### config.mk
export PLATFORM = sky130hd
export DESIGN_NAME = dco_sdm
export DESIGN_NICKNAME = d
export VERILOG_FILES = /design/src/rtl/dco_sdm_pkg.sv /design/src/rtl/sdm_acc_stage.sv /design/src/rtl/dco_sdm.sv
export SDC_FILE = /design/constraint.sdc
export NUM_CORES = 1
export LEC_CHECK = 0
export ABC_AREA = 1
export BUFFER_PORTS_ARGS = -buffer_cell sky130_fd_sc_hd__buf_2
export CORE_ASPECT_RATIO = 0.9
export CORE_UTILIZATION = 46
export CTS_CLUSTER_DIAMETER = 200
export DETAILED_ROUTE_END_ITERATION = 16
export PLACE_DENSITY = 0.74
export SYNTH_ARGS = -nofsm -noshare
export SYNTH_HDL_FRONTEND = slang
export SYNTH_SLANG_ARGS = --single-unit
### constraint.sdc
create_clock -name clk -period 2.8 [get_ports clk]
set_input_delay 0.42 -clock clk [delete_from_list [all_inputs] [get_ports clk]]
set_output_delay 0.42 -clock clk [all_outputs]
set_load 0.01 [all_outputs]
### src/rtl/dco_sdm_pkg.sv
// dco_sdm_pkg
//   Shared constants for the MASH 1-1 DCO sigma-delta modulator:
//   word-split widths, integer-code offset, dither LFSR seed/taps and
//   the legal range of the dither output.
package dco_sdm_pkg;

  localparam int FRAC_W         = 6;
  localparam int NC_W           = 15;
  localparam int DCO_INT_OFFSET = 512;

  // x^15 + x^14 + 1, shifting towards the MSB, feedback into bit 0
  localparam logic [14:0] LFSR_SEED  = 15'h0001;
  localparam int          LFSR_TAP_A = 14;
  localparam int          LFSR_TAP_B = 13;

  localparam int Y_MIN = -1;
  localparam int Y_MAX = 2;

endpackage

### src/rtl/sdm_acc_stage.sv
// sdm_acc_stage
//   W-bit modulo accumulator with carry-out. The sum and carry are
//   combinational from the current accumulator and addend; the
//   accumulator takes the low W bits of the sum on each enabled edge.
// Ports:
//   clk, rst_n : clock, async active-low reset
//   en_i       : advance the accumulator
//   clr_i      : synchronous clear (wins over en_i)
//   add_i      : addend
//   cin_i      : extra LSB addend (dither bit)
//   sum_o      : low W bits of acc + add_i + cin_i
//   carry_o    : overflow carry of that sum
module sdm_acc_stage
  import dco_sdm_pkg::*;
#(
  parameter int W = FRAC_W
) (
  input  logic         clk,
  input  logic         rst_n,
  input  logic         en_i,
  input  logic         clr_i,
  input  logic [W-1:0] add_i,
  input  logic         cin_i,
  output logic [W-1:0] sum_o,
  output logic         carry_o
);

  logic [W-1:0] acc_q;
  logic [W:0]   sum_full;

  assign sum_full = {1'b0, acc_q} + {1'b0, add_i} + {{W{1'b0}}, cin_i};
  assign sum_o    = sum_full[W-1:0];
  assign carry_o  = sum_full[W];

  always_ff @(posedge clk or negedge rst_n) begin
    if (!rst_n) begin
      acc_q <= '0;
    end else if (clr_i) begin
      acc_q <= '0;
    end else if (en_i) begin
      acc_q <= sum_full[W-1:0];
    end
  end

endmodule

### src/rtl/dco_sdm.sv
// dco_sdm
//   Second-order MASH 1-1 sigma-delta modulator feeding the DCO banks.
//   Splits the loop-filter word into an offset-binary integer code and
//   a dithered fractional correction, and integrates the quantization
//   error for the loop filter's noise cancellation.
// Ports:
//   clk      : filter-rate clock
//   rstn     : async active-low reset
//   enable   : modulator enable (synchronous to clk)
//   din      : signed word, [15:FRAC_W] integer, [FRAC_W-1:0] fraction
//   dco_int  : integer code, din integer part + 512 (modulo 1024)
//   dco_dith : signed fractional correction, -1..+2
//   nc_out   : saturated integrated quantization error
// Build option:
//   DCO_SDM_DITHER_EN : adds a 15-bit LFSR bit into the first accumulator.
module dco_sdm #(
  parameter int FRAC_W = dco_sdm_pkg::FRAC_W,
  parameter int NC_W   = dco_sdm_pkg::NC_W
) (
  input  logic               clk,
  input  logic               rstn,
  input  logic               enable,
  input  logic [15:0]        din,
  output logic [15-FRAC_W:0] dco_int,
  output logic [2:0]         dco_dith,
  output logic [NC_W-1:0]    nc_out
);
  import dco_sdm_pkg::*;

  localparam int IP_W = 16 - FRAC_W;
  localparam int NC_HI_I = (1 << (NC_W - 1)) - 1;
  localparam logic signed [15:0] NC_HI = NC_HI_I[15:0];
  localparam logic signed [15:0] NC_LO = ~NC_HI;

  logic [15:0]       din_r_q;
  logic [FRAC_W-1:0] frac;
  logic [IP_W-1:0]   ip;
  logic [FRAC_W-1:0] s1_lo;
  logic [FRAC_W-1:0] s2_lo;
  logic              c1, c2;
  logic              dith_bit;

  logic              c1_q, c2_q, c2_d_q;
  logic [IP_W-1:0]   ip_d_q;
  logic [FRAC_W-1:0] frac_d_q;
  logic [2:0]        dith_q;
  logic [IP_W-1:0]   int_q;
  logic [15:0]       ph_q;

  logic [2:0]        y;
  logic [15:0]       y_ext;
  logic [15:0]       ph_d;
  logic [IP_W-1:0]   int_d;

  assign frac = din_r_q[FRAC_W-1:0];
  assign ip   = din_r_q[15:FRAC_W];

`ifdef DCO_SDM_DITHER_EN
  logic [14:0] lfsr_q;

  always_ff @(posedge clk or negedge rstn) begin
    if (!rstn) begin
      lfsr_q <= LFSR_SEED;
    end else if (!enable) begin
      lfsr_q <= LFSR_SEED;
    end else begin
      lfsr_q <= {lfsr_q[13:0], lfsr_q[LFSR_TAP_A] ^ lfsr_q[LFSR_TAP_B]};
    end
  end

  assign dith_bit = lfsr_q[0];
`else
  assign dith_bit = 1'b0;
`endif

  sdm_acc_stage #(.W(FRAC_W)) u_acc1 (
    .clk     (clk),
    .rst_n   (rstn),
    .en_i    (enable),
    .clr_i   (~enable),
    .add_i   (frac),
    .cin_i   (dith_bit),
    .sum_o   (s1_lo),
    .carry_o (c1)
  );

  sdm_acc_stage #(.W(FRAC_W)) u_acc2 (
    .clk     (clk),
    .rst_n   (rstn),
    .en_i    (enable),
    .clr_i   (~enable),
    .add_i   (s1_lo),
    .cin_i   (1'b0),
    .sum_o   (s2_lo),
    .carry_o (c2)
  );

  // MASH 1-1 combiner: c1 + c2 - c2 of the previous sample, modulo 8
  assign y     = {2'b00, c1_q} + {2'b00, c2_q} - {2'b00, c2_d_q};
  assign y_ext = {{13{y[2]}}, y} << FRAC_W;
  assign ph_d  = ph_q + y_ext - {{(16-FRAC_W){1'b0}}, frac_d_q};
  assign int_d = ip_d_q + IP_W'(DCO_INT_OFFSET);

  always_ff @(posedge clk or negedge rstn) begin
    if (!rstn) begin
      din_r_q <= '0;
    end else if (enable) begin
      din_r_q <= din;
    end
  end

  // frac_d clears with the carries so ph restarts aligned with y
  always_ff @(posedge clk or negedge rstn) begin
    if (!rstn) begin
      c1_q     <= 1'b0;
      c2_q     <= 1'b0;
      ip_d_q   <= '0;
      frac_d_q <= '0;
    end else if (enable) begin
      c1_q     <= c1;
      c2_q     <= c2;
      ip_d_q   <= ip;
      frac_d_q <= frac;
    end else begin
      c1_q     <= 1'b0;
      c2_q     <= 1'b0;
      frac_d_q <= '0;
    end
  end

  always_ff @(posedge clk or negedge rstn) begin
    if (!rstn) begin
      c2_d_q <= 1'b0;
      dith_q <= '0;
      int_q  <= IP_W'(DCO_INT_OFFSET);
      ph_q   <= '0;
    end else if (enable) begin
      c2_d_q <= c2_q;
      dith_q <= y;
      int_q  <= int_d;
      ph_q   <= ph_d;
    end else begin
      c2_d_q <= 1'b0;
      dith_q <= '0;
      ph_q   <= '0;
    end
  end

  // ph wraps freely; only the exported view saturates
  always_comb begin
    nc_out = ph_q[NC_W-1:0];
    if ($signed(ph_q) > NC_HI) begin
      nc_out = NC_HI[NC_W-1:0];
    end else if ($signed(ph_q) < NC_LO) begin
      nc_out = NC_LO[NC_W-1:0];
    end
  end

  assign dco_int  = int_q;
  assign dco_dith = dith_q;

endmodule

* Word-level counts from Yosys, hierarchy flattened
Index checks and enable logic that the tools add are counted.
Word-level totals: register bits after elaboration 76, bits of input ports 19, output and inout bits 28
Cells by class: $lt $le $gt $ge 2, muxes and demuxes 10, $add $sub $neg 7
Operator list (count):
- $mux 15 | 2
- $mux 6 | 3
- $add 16x16->16 | 1
- $gt 16x15->1 const B | 1
- $lt 16x15->1 const B | 1
- $mux 16 | 1
- $sub 16x6->16 | 1
- $add 6x6->7 | 2
- $add 10x10->10 const B | 1
- $mux 1 | 3
- $mux 3 | 1
- $sub 2x1->3 | 1
- $add 1x1->2 | 1

* Logic depth before layout (Yosys ltp)
Gate-level depths: netlist (run 1).
depth in word-level cells 5, mapped depth 19, gate-level depth less buffers 19

* Modules after synthesis
A second synthesis (run 1) with hierarchy kept.
Second synthesis, totals: cells, all modules 581, area, all modules 4516.8 µm²
By module, submodules not included:
- dco_sdm | cells each 467, times used 1, area an instance 3543.4 µm², sequential area each 1602.8 µm²
- sdm_acc_stage | cells each 57, times used 2, area an instance 486.7 µm², sequential area each 150.1 µm²

* Least setup slack after synthesis (run 1)
No wires, ideal clock.
kind flip-flop to flip-flop, start point register c2_q, end point register ph_q[9], stages on the path, launching flop included 18, path buffers 0, slack 329 ps, required time 2679 ps, data arrival time 2350 ps, cell sequence dfrtp_1 inv_1 ha_1 inv_1 ha_1 inv_1 ha_1 inv_1 ha_1 inv_1 ha_1 nand2_1 inv_1 nand2_1 nand2_1 a21oi_1 xor2_1 nor2_1
On the way: word-level cells in the longest chain between the ends 5
RTL lines:
- from (decl) | line dco_sdm.sv:43 | logic c1_q, c2_q, c2_d_q;
- from (signal assigned) | line dco_sdm.sv:116 | c2_q <= 1'b0;
- from (signal assigned) | line dco_sdm.sv:121 | c2_q <= c2;
- from (signal assigned) | line dco_sdm.sv:126 | c2_q <= 1'b0;
- $add 1x1->2 | line dco_sdm.sv:99 | assign y = {2'b00, c1_q} + {2'b00, c2_q} - {2'b00, c2_d_q};
- $sub 2x1->3 | line dco_sdm.sv:99
- $add 16x16->16 | line dco_sdm.sv:101 | assign ph_d = ph_q + y_ext - {{(16-FRAC_W){1'b0}}, frac_d_q};
- $sub 16x6->16 | line dco_sdm.sv:101
- $mux 16 | line dco_sdm.sv:137 | end else if (enable) begin
- to (signal assigned) | line dco_sdm.sv:141 | ph_q <= ph_d;
- to (decl) | line dco_sdm.sv:48 | logic [15:0] ph_q;
Every way passes these cells. A chain may end at the register's enable or synchronous reset.

* Worst setup path after layout (run 1)
start point register din_r_q[0], end point register u_acc2.acc_q[5]
On the way: word-level cells in the longest chain between the ends 3
RTL lines:
- from (decl) | line dco_sdm.sv:35 | logic [15:0] din_r_q;
- from (signal assigned) | line dco_sdm.sv:108 | din_r_q <= din;
- $add 6x6->7 (2 in series) | line sdm_acc_stage.sv:31 | assign sum_full = {1'b0, acc_q} + {1'b0, add_i} + {{W{1'b0}}, cin_i};
- $mux 6 | line sdm_acc_stage.sv:38 | end else if (clr_i) begin
- to (signal assigned) | line sdm_acc_stage.sv:41 | acc_q <= sum_full[W-1:0];
- to (decl) | line sdm_acc_stage.sv:28 | logic [W-1:0] acc_q;
Every way passes these cells.

==> results of run 1 <==
[worst reg2reg max path, delay by kind of cell (launching register included)]
kind | cells | cell delay (ps)
AO/OA/AOI/OAI | 1 | 110
adder cells (fa/ha/maj) | 3 | 960
flip-flops | 1 | 410
AND/OR/NAND/NOR | 9 | 1010
buffers and inverters | 1 | 50
[flip-flops by register name, summed over array words and instances (netlist names)]
register / count
c1_q: 1
c2_d_q: 1
c2_q: 1
dco_dith: 3
dco_int: 10
din_r_q: 16
frac_d_q: 6
ip_d_q: 10
ph_q: 16
u_acc1.acc_q: 6
u_acc2.acc_q: 6
[stage by stage]
step / cell area (µm²) / hold slack, ps / utilization, % / instances
floorplan: 4330 / 124 / - / 561
global placement: 4660 / 416 / 51.1 / 716
detailed placement: 4660 / 426 / 51.1 / 716
CTS: 4880 / 243 / 53.5 / 732
global route: 5040 / 250 / 55.2 / 734
finish: 5040 / 211 / 55.2 / 734
[report_power, final]
part           switching, mW  total [mW]  internal [mW]
sequential             0.116        1.45           1.33
clock                  0.431       0.943          0.512
combinational           2.18        3.61           1.43
[cell type report]
cell class | instances | area (µm²)
clock inverter | 6 | 95.1
timing repair buffer | 50 | 263
fill | 863 | 4090
multi-input combinational | 370 | 2120
clock buffer | 10 | 128
tap | 122 | 153
sequential | 76 | 1900
inverter | 100 | 375
[placed cells by master (no fill, tap or decap)]
master,count
bufinv_16,2
or2_1,2
inv_2,1
or2_2,1
nand3_1,11
clkinv_4,2
nand3b_1,2
nand2_2,6
inv_1,99
nand3_2,1
a21o_1,1
nor2_1,30
clkbuf_1,1
inv_6,2
nor3_1,2
buf_2,45
clkbuf_8,9
ha_4,8
nor2_2,3
ha_2,1
nand2_1,201
dfrtp_1,75
buf_4,5
o21ai_0,13
ha_1,35
o21ai_1,1
fa_2,1
o31ai_1,1
a21oi_1,33
fa_1,2
xor2_1,2
nand4_1,3
and2_1,2
a21oi_2,4
dfstp_2,1
nor2_4,1
xnor2_1,3
[metal layers]
| layer | vias up | global-route usage (%) |
|---|---|---|
| li1 | 1801 | - |
| met1 | 1560 | 23.0 |
| met2 | 58 | 32.1 |
| met3 | 8 | 4.37 |
| met4 | 0 | 6.19 |
| met5 | - | 0 |
[cell families (layout without fill, tap and decap cells)]
kind of cell	count (synthesis)	in the layout	share of synthesized area, %
AND/OR/NAND/NOR	265	265	24.3
buffers and inverters	115	166	10.4
flip-flops	76	76	43.9
AO/OA/AOI/OAI	53	53	6.32
adder cells (fa/ha/maj)	47	47	14.1
XOR/XNOR	5	5	1.01
[worst max path at each step]
stage                     startpoint               to  slack, ps  cells after the start
after floorplan                 c2_q          ph_q[9]        330                     17
after global placement          c2_q         ph_q[15]        170                     18
after detailed placement        c2_q         ph_q[15]         60                     16
after CTS                       c2_q         ph_q[15]         50                     16
after global routing            c2_q          ph_q[9]        -10                     17
final                     din_r_q[0]  u_acc2.acc_q[5]        200                     14
[repair_timing]
item                                    CTS  global route
endpoints found under the hold margin     0             0
setup buffers                             0             2
endpoints found under the setup margin    0             9
gates resized for setup                   0            26
==> impl_metrics.env, run 1 <==
export IMPL_power_mw=6.00
export IMPL_cp_top_family="simple AND/OR/NAND/NOR gates"
export IMPL_critPathRequiredTime_ps=3080
export IMPL_worst_pin_slew_ps=932
export IMPL_antennaDiodeCount=0
export IMPL_hp_class="in -> async"
export IMPL_reg2reg_slack_ps=200
export IMPL_antenna_found_initial=0
export IMPL_ant_nets=0
export IMPL_gp_congestion=0.923
export IMPL_ys_flop_type="dfrtp_1"
export IMPL_fin_crit_sh_pct=92.8
export IMPL_synth_area_um2=4330
export IMPL_die_width_um=104
export IMPL_cts_made_buffers=9
export IMPL_async_flop_share_pct=100
export IMPL_crit_type="reg -> reg"
export IMPL_wire_per_inst_um=11.7
export IMPL_maxCapViolCount=0
export IMPL_setup_viol=0
export IMPL_cts_htree_levels=3
export IMPL_crit_path_start_kind="flip-flop"
export IMPL_pin_count=47
export IMPL_cts_sinks=76
export IMPL_final_setup_worst_slack_ps=203
export IMPL_synth_common_cells="205 x nand2_1, 100 x inv_1, 75 x dfrtp_1, 44 x ha_1, 36 x a21oi_1"
export IMPL_fin_skew_ps=11.1
export IMPL_port_buffers=46
export IMPL_dieArea_um2=9810
export IMPL_rr_startpoint="din_r_q[0]"
export IMPL_slew_viol_final=0
export IMPL_power_density_nw_per_um2=1190
export IMPL_syn_area_per_cell_um2=7.73
export IMPL_hpwl_um=5960
export IMPL_root_buffer="clkbuf_8"
export IMPL_r2r_end="u_acc2.acc_q[5]"
export IMPL_max_freq_ghz=0.385
export IMPL_synth_cells=561
export IMPL_hold_viol=0
export IMPL_area_growth_pct=16.2
export IMPL_slew_headroom_pct=37.9
export IMPL_route_met2_wl_um=4270
export IMPL_status="finished, final reports clean"
export IMPL_yosysTopAreaCell="dfrtp_1"
export IMPL_drc_errors=0
export IMPL_ys_warn_count=0
export IMPL_drt_met1_wl_um=3910
export IMPL_cts_tree="built"
export IMPL_clk_pin_slew_ps=80
export IMPL_drive_gt1_share_pct=15.2
export IMPL_wl_met3_um=312
export IMPL_drt_total_wl_um=8610
export IMPL_nets=673
export IMPL_worstSkewPairLatency_ps=350
export IMPL_ys_top_cells_by_area="dfrtp_1 43%, nand2_1 18%, ha_1 13%"
export IMPL_slowest_stage="dfrtp_1"
export IMPL_synth_most_common_cell="nand2_1"
export IMPL_core_area_um2=9130
export IMPL_crit_chain="ha_1 -> fa_2 -> nand3_1 -> nand2_1 -> or2_2 -> nand2_1 -> inv_1 -> ha_1 -> nand2_1 -> nor3_1 -> a21oi_2 -> nand2_1 -> nand2_1 -> nor2_1"
export IMPL_finalCriticalPeriod_ps=2600
export IMPL_grt_start_max_net_pins=77
export IMPL_grt_pass1_vias=3350
export IMPL_dr_pass1_iters=4
export IMPL_viasPerCell=4.67
export IMPL_via_count=3427
export IMPL_ys_seq_area_share_pct=43.9
export IMPL_cts_hold_buffers=0
export IMPL_overflow=0
export IMPL_pre_cts_ws_ps=58.2
export IMPL_critPathCaptureType="flip-flop"
export IMPL_crit_path_max_fanout=5
export IMPL_cpMostUsedCell="nand2_1"
export IMPL_crit_buf_inv=1
export IMPL_r2r_cells=14
export IMPL_synth_edf_count=0
export IMPL_synthesis_nets=627
export IMPL_synth_top_area_share_pct=43.3
export IMPL_synth_distinct_cells=30
export IMPL_max_clock_path_buffers=2
export IMPL_tns_ps=0
export IMPL_max_stage_delay_ps=410
export IMPL_synth_seq_cells=76
export IMPL_drt_initial_drc_count=107
export IMPL_grt_pass1_wl_um=14400
export IMPL_die_h_um=94.1
export IMPL_start_util_pct=47.5
export IMPL_grtUsageTotal_pct=18.6
export IMPL_rows=33
export IMPL_power_leakage_nw=2.96
export IMPL_critPathArrivalTime_ps=2880
export IMPL_ir_drop_mv=0.702
export IMPL_top_layer="met4"
Note: power is estimated with default switching activity, not from simulation.
==> inputs of run 2 (changes only) <==
- ABC_AREA: 1 -> unset
==> run 2 against run 1 <==
Sequential cell count unchanged. Combinational power grew 2%. Design area is 0.50% lower. Sequential share of layout area grew 0.19 points. Clock skew increased by 1.6 ps. Critical path depth unchanged. Setup slack got worse by 200 ps. Die area fell by 5.5%.
==> impl_metrics.env, run 2 <==
export IMPL_synth_top_area_share_pct=45.9
export IMPL_clk_pin_slew_ps=90
export IMPL_final_cell_mix="75 x dfrtp_1, 45 x buf_2, 40 x inv_1, 35 x nor2_1, 35 x mux2_2"
export IMPL_root_buffer="clkbuf_8"
export IMPL_final_setup_worst_slack_ps=3.34
export IMPL_drt_initial_drc_count=106
export IMPL_nets=503
export IMPL_cts_htree_levels=3
export IMPL_slew_headroom_pct=38.2
export IMPL_start_util_pct=47.5
export IMPL_crit_path_start_kind="flip-flop"
export IMPL_dr_pass1_iters=5
export IMPL_fin_crit_sh_pct=99.9
export IMPL_rsz0062_at_grt="true"
export IMPL_synthXorXnorAreaFrac_pct=2.36
export IMPL_rr_startpoint="c2_d_q"
export IMPL_grt_start_max_net_pins=77
export IMPL_overflow=0
export IMPL_dp_cells=542
export IMPL_synth_area_um2=4090
export IMPL_hpwl_um=5660
export IMPL_cts_sinks=76
export IMPL_status="finished, final reports clean"
export IMPL_synth_edf_count=0
export IMPL_area_growth_pct=22.6
export IMPL_synthesis_nets=442
export IMPL_wire_per_inst_um=14.7
export IMPL_port_buffers=46
export IMPL_grtUsageTotal_pct=18.9
export IMPL_critPathCaptureType="flip-flop"
export IMPL_synth_seq_cells=76
export IMPL_synth_distinct_cells=41
export IMPL_stdcell_count=561
export IMPL_ant_nets=0
export IMPL_viasPerCell=5.14
export IMPL_largestRegisters="din_r_q x16, ph_q x16"
export IMPL_hp_class="in -> async"
export IMPL_critPathArrivalTime_ps=3070
export IMPL_gp_congestion=0.875
export IMPL_pre_cts_ws_ps=-138
export IMPL_layout_commonest_cell="dfrtp_1"
export IMPL_yosysTopAreaCell="dfrtp_1"
export IMPL_cts_made_buffers=9
export IMPL_syn_area_per_cell_um2=10.9
export IMPL_ys_warn_count=0
export IMPL_power_leakage_nw=2.45
export IMPL_synth_common_cells="75 x dfrtp_1, 50 x inv_1, 44 x ha_1, 35 x mux2_2, 35 x nor2_1"
export IMPL_tns_ps=0
export IMPL_maxCapViolCount=0
export IMPL_power_density_nw_per_um2=1240
export IMPL_die_h_um=91.4
export IMPL_critPathRequiredTime_ps=3070
export IMPL_ys_top_cells_by_area="dfrtp_1 46%, ha_1 13%, mux2_2 9.6%"
export IMPL_slew_viol_final=0
export IMPL_dieArea_um2=9270
export IMPL_r2r_cells=14
export IMPL_drt_total_wl_um=8270
export IMPL_antenna_found_initial=0
export IMPL_max_freq_ghz=0.358
export IMPL_synthMuxAreaShare_pct=10.9
export IMPL_ys_seq_area_share_pct=46.5
export IMPL_worstSkewPairLatency_ps=360
export IMPL_drc_errors=0
export IMPL_pin_count=47
export IMPL_synth_top_family_by_area="adder cells"
export IMPL_async_flop_share_pct=100
export IMPL_setup_viol=0
export IMPL_cts_hold_buffers=0
export IMPL_synthAdderAreaFrac_pct=16.2
export IMPL_grt_pass1_wl_um=13400
export IMPL_die_width_um=101
export IMPL_crit_type="reg -> reg"
export IMPL_ys_flop_type="dfrtp_1"
export IMPL_fin_util_pct=58.2
export IMPL_worst_pin_slew_ps=927
export IMPL_r2r_end="ph_q[14]"
export IMPL_synth_compound_area_share_pct=7.74
export IMPL_crit_path_max_fanout=5
export IMPL_reg2reg_slack_ps=3
export IMPL_synthSimpleGateAreaFrac_pct=10.7
export IMPL_synth_cells=376
export IMPL_antennaDiodeCount=0
export IMPL_via_count=2882
export IMPL_rows=32
export IMPL_core_area_um2=8610
export IMPL_cts_tree="built"
export IMPL_synth_most_common_cell="dfrtp_1"
export IMPL_max_clock_path_buffers=2
export IMPL_drive_gt1_share_pct=33.7
export IMPL_finalCriticalPeriod_ps=2800
export IMPL_hold_viol=0
export IMPL_ir_drop_mv=0.494
export IMPL_fin_skew_ps=12.7
export IMPL_grt_pass1_vias=2935
==> run 2: where the power goes <==
group          switching [mW]  total, mW  internal, mW
logic                    1.89       3.70          1.81
clock network           0.454      0.972         0.518
registers               0.151       1.51          1.36
==> run 2: repair_timing <==
action	in CTS	in global routing
endpoints found under the setup margin	6	7
gates resized for setup	19	20
pin swaps	9	13
buffers inserted	1	2
==> run 2: cell families after synthesis <==
kind of cell | count (synthesis)
and+or+nand+nor | 89
DFF | 76
buffers and inverters | 61
adders and majority gates | 52
AOI/OAI and AO/OA | 47
muxes | 40
xor gates and xnor gates | 11
==> run 2: area by class of cell <==
cell class              instances  area (µm²)
clock buffers                   9         124
clock inverters                 7         105
fillers                       723        3600
inverters                      50         198
multi-input cells             239        2170
flip-flops and latches         76        1900
well taps                     119         149
repair buffers                 61         358
==> run 2: how the worst max path moves through the flow <==
stage	depth (start not counted)	end	start	slack, ps
final	14	ph_q[14]	c2_d_q	3
after floorplan	14	ph_q[14]	c2_q	-10
after global routing	14	ph_q[14]	c2_d_q	-110
after CTS	14	ph_q[14]	c2_d_q	5
after detailed placement	14	ph_q[14]	c2_q	-140
after global placement	14	ph_q[14]	c2_q	-20
==> run 2: layer usage <==
metal	global-route usage, %	part of all wire, %	vias up
li1	-	-	1385
met1	24.2	46	1415
met2	30.6	48	66
met3	4.93	4.0	16
met4	7.00	1.9	0
met5	0	0	-
==> run 2: worst max-delay path: stages (launching register included) <==
cell and delay [ps]:
dfrtp_1 400, ha_4 270, inv_2 40, ha_4 150, inv_4 60, ha_4 150
inv_6 50, ha_4 250, inv_2 30, ha_4 230, a21oi_4 160, nand2_1 70
a221o_1 350, a211oi_2 260, mux2i_1 220
==> run 2: metrics by stage <==
step	hold WS [ps]	total power, mW	instance area [µm²]
2_1_floorplan	124	3.72	4110
3_3_place_gp	401	4.48	4550
3_5_place_dp	442	4.63	4550
4_1_cts	242	5.86	4900
5_1_grt	269	6.66	5010
6_report	178	6.19	5010
